## src/rtl/pc_register.sv

```systemverilog
// Fetch-stage program counter: async reset to a vector, stall, trap redirect,
// absolute/relative redirects with alignment checking and fault-address capture.
module pc_register #(
    parameter int               WIDTH        = 32,
    parameter int               INC          = 4,
    parameter logic [WIDTH-1:0] RESET_VECTOR = '0,
    parameter logic [WIDTH-1:0] TRAP_VECTOR  = WIDTH'('h100),
    parameter int               ALIGN_BITS   = 2
) (
    input  logic             i_clock,
    input  logic             i_reset,
    input  logic             i_stall,
    input  logic             i_trap,
    input  logic             i_load,
    input  logic [WIDTH-1:0] i_in,
    input  logic             i_branch,
    input  logic [WIDTH-1:0] i_offset,
    input  logic             i_inc,
    output logic [WIDTH-1:0] o_out,
    output logic [WIDTH-1:0] o_next_seq,
    output logic [WIDTH-1:0] o_prev,
    output logic             o_misaligned,
    output logic [WIDTH-1:0] o_fault_addr
);

    localparam logic [WIDTH-1:0] INC_W = WIDTH'(INC);
    // Mask of low target bits that must be zero; all-zero mask disables the check.
    localparam logic [WIDTH-1:0] ALIGN_MASK = WIDTH'((64'(1) << ALIGN_BITS) - 64'(1));

    logic [WIDTH-1:0] r_out;
    logic [WIDTH-1:0] r_prev;
    logic             r_misaligned;
    logic [WIDTH-1:0] r_fault_addr;

    logic [WIDTH-1:0] w_seq;
    logic [WIDTH-1:0] w_target;
    logic             w_redirect;
    logic             w_fault;
    logic [WIDTH-1:0] w_next;

    assign w_seq      = r_out + INC_W;
    assign w_target   = i_load ? i_in : (r_out + i_offset);
    assign w_redirect = !i_trap && !i_stall && (i_load || i_branch);
    assign w_fault    = w_redirect && ((w_target & ALIGN_MASK) != '0);

    always_comb begin
        w_next = r_out;
        if (i_trap)
            w_next = TRAP_VECTOR;
        else if (i_stall)
            w_next = r_out;
        else if (w_redirect)
            w_next = w_fault ? TRAP_VECTOR : w_target;
        else if (i_inc)
            w_next = w_seq;
    end

    always_ff @(posedge i_clock or posedge i_reset) begin
        if (i_reset) begin
            r_out        <= RESET_VECTOR;
            r_prev       <= RESET_VECTOR;
            r_misaligned <= 1'b0;
            r_fault_addr <= '0;
        end else begin
            r_out        <= w_next;
            r_misaligned <= w_fault;
            // prev only tracks real changes, so a held or self-redirected PC keeps its history.
            if (w_next != r_out)
                r_prev <= r_out;
            if (w_fault)
                r_fault_addr <= w_target;
        end
    end

    assign o_out        = r_out;
    assign o_next_seq   = w_seq;
    assign o_prev       = r_prev;
    assign o_misaligned = r_misaligned;
    assign o_fault_addr = r_fault_addr;

endmodule

```

## config.mk

```make
export PLATFORM = sky130hd
export DESIGN_NAME = pc_register
export DESIGN_NICKNAME = d
export VERILOG_FILES = /design/src/rtl/pc_register.sv
export SDC_FILE = /design/constraint.sdc
export NUM_CORES = 1
export LEC_CHECK = 0
export ABC_CLOCK_PERIOD_IN_PS = 3740
export BUFFER_PORTS_ARGS = -buffer_cell sky130_fd_sc_hd__buf_2
export CAP_MARGIN = 20
export CELL_PAD_IN_SITES_DETAIL_PLACEMENT = 1
export CELL_PAD_IN_SITES_GLOBAL_PLACEMENT = 1
export CORE_MARGIN = 4
export CORE_UTILIZATION = 37
export DETAILED_ROUTE_END_ITERATION = 12
export PLACE_DENSITY_LB_ADDON = 0.1
export REMOVE_ABC_BUFFERS = 1
export SKIP_LAST_GASP = 1
export SYNTH_ARGS = -nofsm -noshare
export SYNTH_HDL_FRONTEND = slang
export SYNTH_SLANG_ARGS = --single-unit
```

## constraint.sdc

```tcl
create_clock -name i_clock -period 3.74 [get_ports i_clock]
set_input_delay 0.374 -clock i_clock [delete_from_list [all_inputs] [get_ports i_clock]]
set_output_delay 0.374 -clock i_clock [all_outputs]
set_load 0.02 [all_outputs]
```

; ---- After elaboration in Yosys (flattened, before gate mapping)
; Cells that the tools add are included.
[word_totals]
regBits = 97
inputBits = 71
output_inout_bits = 129
wordCells = 20
[op_classes]
n_addsub = 2
eq_ne = 1
n_mux = 6
reduce_logical = 7
[op_table]
columns = operator, n
row1 = two-way mux 32 bit, 6
row2 = "adder 32 x 3 -> 32 bit, second input constant", 1
row3 = adder 32 bit, 1
row4 = != test 32 bit, 1
row5 = nonzero test 32 bit, 1
row6 = logical AND 1 bit, 3
row7 = logical NOT 1 bit, 2
row8 = logical OR 1 bit, 1

; ---- Longest topological paths before layout
[logic_depth]
ltp_word = 9
ltp_mapped = 18
mapped_depth_nobuf = 15

; ---- Least setup slack after synthesis
; Ideal clock, no wire load.
[synth_timing]
path_type = reg-to-reg
from = reg r_out[0], in the netlist o_out[0]
to = reg r_prev[0], in the netlist o_prev[0]
setup_ps = 125
arrival_ps = 4087
t_required_ps = 3615
path_slack_ps = -472
stages_incl_launch_ff = 19
path_buffers = 3
period_less_slack_ps = 4212
cell_sequence = dfrtp_1 -> ha_1 -> inv_1 -> fa_1 -> nor3b_2 -> or4_1 -> buf_2 -> inv_2 -> buf_2 -> a311oi_1 -> o21ai_0 -> a21oi_1 -> a311o_1 -> nand4_1 -> nor4_1 -> o2111ai_1 -> nor4_4 -> buf_8 -> mux2_4
[synth_via]
elab_chain_cells = 9
elab_cells_between_ends = 11
classes_between = add/sub: 2 / eq/ne: 1 / mux: 6 / reduce/logical: 2
[synth_rtl]
columns = item, line
row1 = from (decl), 30  ; logic [WIDTH-1:0] r_out;
row2 = from (signal assigned), 65  ; r_out <= w_next;
row3 = adder 32 bit, 42  ; assign w_target = i_load ? i_in : (r_out + i_offset);
row4 = two-way mux 32 bit, 42
row5 = nonzero test 32 bit, 44  ; assign w_fault = w_redirect && ((w_target & ALIGN_MASK) != '0);
row6 = logical AND 1 bit, 44
row7 = two-way mux 32 bit, 53  ; w_next = w_fault ? TRAP_VECTOR : w_target;
row8 = two-way mux 32 bit, 52  ; else if (w_redirect)
row9 = two-way mux 32 bit, 50  ; else if (i_stall)
row10 = two-way mux 32 bit, 48  ; if (i_trap)
row11 = != test 32 bit, 68  ; if (w_next != r_out)
row12 = to (signal assigned), 69  ; r_prev <= r_out;
row13 = to (decl), 31  ; logic [WIDTH-1:0] r_prev;
; Parallel ways exist; a longest one is shown, timed or not.
; A chain may end at the register's enable or synchronous reset.

; ---- Worst setup path after layout
[layout_timing]
from = reg r_out[0], in the netlist o_out[0]
to = reg r_prev[1], in the netlist o_prev[1]
[layout_via]
elab_chain_cells = 9
elab_cells_between_ends = 11
classes_between = add/sub: 2 / eq/ne: 1 / mux: 6 / reduce/logical: 2
[layout_rtl]
columns = item, line
row1 = adder 32 bit, 42
row2 = two-way mux 32 bit, 42
row3 = nonzero test 32 bit, 44
row4 = logical AND 1 bit, 44
row5 = two-way mux 32 bit, 53
row6 = two-way mux 32 bit, 52
row7 = two-way mux 32 bit, 50
row8 = two-way mux 32 bit, 48
row9 = != test 32 bit (*), 68
; Mark *: on every way between the ends. The rest lies on a longest branch, timed or not.

==> flow_metrics.env <==
export IMPL_status="complete, but fails checks"
export IMPL_violations="setup timing"
export IMPL_gp_congestion=1.02
export IMPL_cp_slowest_stage_delay_ns=0.54
export IMPL_timing_final_crit_period_ns=4.24
export IMPL_rr_worst_depth=18
export IMPL_worstSetupPathType="reg2reg"
export IMPL_io_pins=200
export IMPL_power_mw=4.15
export IMPL_min_delay_path_class="in2async"
export IMPL_placedCellCount=1978
export IMPL_cts_tree="yes"
export IMPL_place_hpwl_um=43200
export IMPL_synth_cell_type_count=98
export IMPL_setup_violations=32
export IMPL_ys_seq_area_frac=0.264
export IMPL_synthCells=1177
export IMPL_async_reset_ff_frac=1.00
export IMPL_design_area_um2=14100
export IMPL_io_buffer_count=199
export IMPL_crit_slowest_cell="fa_2"
export IMPL_drive_above_1_share=0.447
export IMPL_overflow=0
export IMPL_drtAntennaViolNets=0
export IMPL_hold_viol=0
export IMPL_antenna_found_initial=1
export IMPL_seq_area_um2=2430
export IMPL_critPathArrivalTime_ns=4.49
export IMPL_tightest_slew_ns=0.794
export IMPL_clockRootBuffer="clkbuf_16"
export IMPL_cts_buffers=9
export IMPL_slew_viol_final=0
export IMPL_dieArea_um2=27500
export IMPL_multi_input_area_um2=6810
export IMPL_rows=57
export IMPL_fmax_mhz=236
export IMPL_drv_cap=0
export IMPL_vias=12300
export IMPL_postSynthAreaPerCell_um2=7.82
export IMPL_chipHeight_um=166
export IMPL_antenna_cells=0
export IMPL_synth_seq_cells=97
export IMPL_nets=1785
export IMPL_clk_latency_ns=0.37
export IMPL_slew_headroom=0.466
export IMPL_cts_hold_buf=0
export IMPL_drtIter0Drc=1229
export IMPL_place_area_um2=13100
export IMPL_skew_ns=0.00974
export IMPL_vias_per_cell=6.13
export IMPL_gr_usage_all_layers=0.381
export IMPL_synth_area_um2=9200
export IMPL_layout_common_cells="buf_4, buf_2, nand2_1"
export IMPL_postLayoutCoreUtil=0.580
export IMPL_drcViolationCount=0
export IMPL_post_route_period_util=1.13
export IMPL_critPathLaunchType="flop"
export IMPL_power_density_nw_per_um2=293
export IMPL_die_w_um=166
export IMPL_start_util=0.377
export IMPL_dpl_worst_slack_ns=-0.851
export IMPL_cp_max_fo=8
export IMPL_cts_sinks=97
export IMPL_final_common_cell="buf_4"
export IMPL_clk_pin_slew_worst_paths_ns=0.09
export IMPL_p_leak_nw=6.62
export IMPL_grt_pass1_vias=12600
export IMPL_cp_required_ns=3.99
export IMPL_grt_pass1_wl_um=80200
export IMPL_first_pass_iters=5
export IMPL_fin_cells=2009
export IMPL_clock_path_buffers=2
export IMPL_grt_max_degree=98
export IMPL_area_growth_pct=53.7
export IMPL_wl_per_cell_um=27.9
export IMPL_ys_warn_count=0
export IMPL_critPathCaptureType="flop"
export IMPL_crit_chain="ha_4, inv_2, fa_2, nor3b_4, buf_6, or4_4, inv_4, buf_4, a31oi_1, nand4_1, nor4_2, nand3_2, nor4_4, nand4bb_4, nor4_4, buf_6, buf_12, mux2_4"
export IMPL_ctsHtreeMaxLevel=3
export IMPL_synth_edff_count=0
export IMPL_ys_flop_type="dfrtp_1"
export IMPL_fillCellCount=3031
export IMPL_drt_total_wl_um=56100
export IMPL_grt_setup_unrepaired="yes"
export IMPL_core_um2=24400
export IMPL_ir_worst_vdd_v=0.000193
export IMPL_setup_slack_ns=-0.499
synth_stat cells, drive strengths merged, types with 15 or more instances:
| cell type | number | area share |
|---|---|---|
| xnor2 | 40 | 0.038 |
| buf | 39 | 0.024 |
| nand3 | 42 | 0.023 |
| xor2 | 24 | 0.023 |
| nand4 | 32 | 0.022 |
| or3 | 15 | 0.011 |
| inv | 31 | 0.013 |
| nand2 | 127 | 0.052 |
| a211oi | 17 | 0.016 |
| o211ai | 18 | 0.015 |
| dfrtp | 97 | 0.26 |
| a21oi | 87 | 0.048 |
| mux2 | 34 | 0.054 |
| clkbuf | 57 | 0.023 |
| nor4 | 19 | 0.015 |
| nor2 | 128 | 0.053 |
| a31oi | 17 | 0.012 |
| nor3 | 38 | 0.021 |
| ha | 32 | 0.044 |
| o21ai | 79 | 0.044 |
critical path: cells and delay by family (launching register included):
kind,cells,cell delay [ns]
AOI/OAI and AO/OA,1,0.17
adders and majority gates,2,0.71
buffers and inverters,6,0.75
DFF,1,0.40
muxes,1,0.31
and+or+nand+nor,8,1.76
flip-flops by register name, summed over array words and instances, names as in the netlist:
register / count
o_misaligned: 1
o_out: 32
o_prev: 32
o_fault_addr: 32
routing by layer:
metal	track usage	routed length, µm
met4	0.131	2250
met2	0.623	26200
met3	0.0727	4500
met5	0	0
met1	0.505	23100
where the power goes:
group	total, mW	switching [mW]	internal [mW]
logic	1.85	1.09	0.757
clock network	1.06	0.516	0.542
registers	1.24	0.0835	1.16
total	4.15	1.69	2.46
cell families after synthesis:
kind of cell,count (synthesis),synth area share
xor gates and xnor gates,64,0.0609
AOI/OAI and AO/OA,344,0.253
buffers and inverters,127,0.0604
and+or+nand+nor,467,0.250
adders and majority gates,33,0.0457
DFF,97,0.264
muxes,45,0.0658
repair_timing:
action,4_1_cts,5_1_grt
gates cloned,2,1
gates resized for setup,47,83
setup endpoints to repair,32,32
buffers inserted,9,4
pin swaps,12,23
final timing paths:
| kind | startpoint | to | slack [ns] |
|---|---|---|---|
| setup / recovery | o_out[0] | o_prev[1] | -0.50 |
| hold / removal | i_reset | o_prev[26] | 0.12 |
| setup reg to reg | o_out[0] | o_prev[1] | -0.50 |
| hold reg to reg | o_fault_addr[7] | o_fault_addr[7] | 0.48 |
| max in group asynchronous | i_reset | o_out[12] | 3.06 |
| min in group i_clock | i_in[28] | o_fault_addr[28] | 0.29 |
per-stage QoR:
step	TNS [ns]	hold WS [ns]
after floorplan	-72.09	0.437
after global placement	-21.96	0.454
after detailed placement	-26.10	0.458
after CTS	-14.35	0.173
after global routing	-18.84	0.187
final	-15.02	0.120
final cells by class:
class | instances | area share
multi-input cells | 953 | 0.481
clock buffers | 10 | 0.0169
inverters | 31 | 0.00858
clock inverters | 5 | 0.00451
well taps | 324 | 0.0287
repair buffers | 589 | 0.288
flip-flops and latches | 97 | 0.172
(Power assumes the default switching activity.)
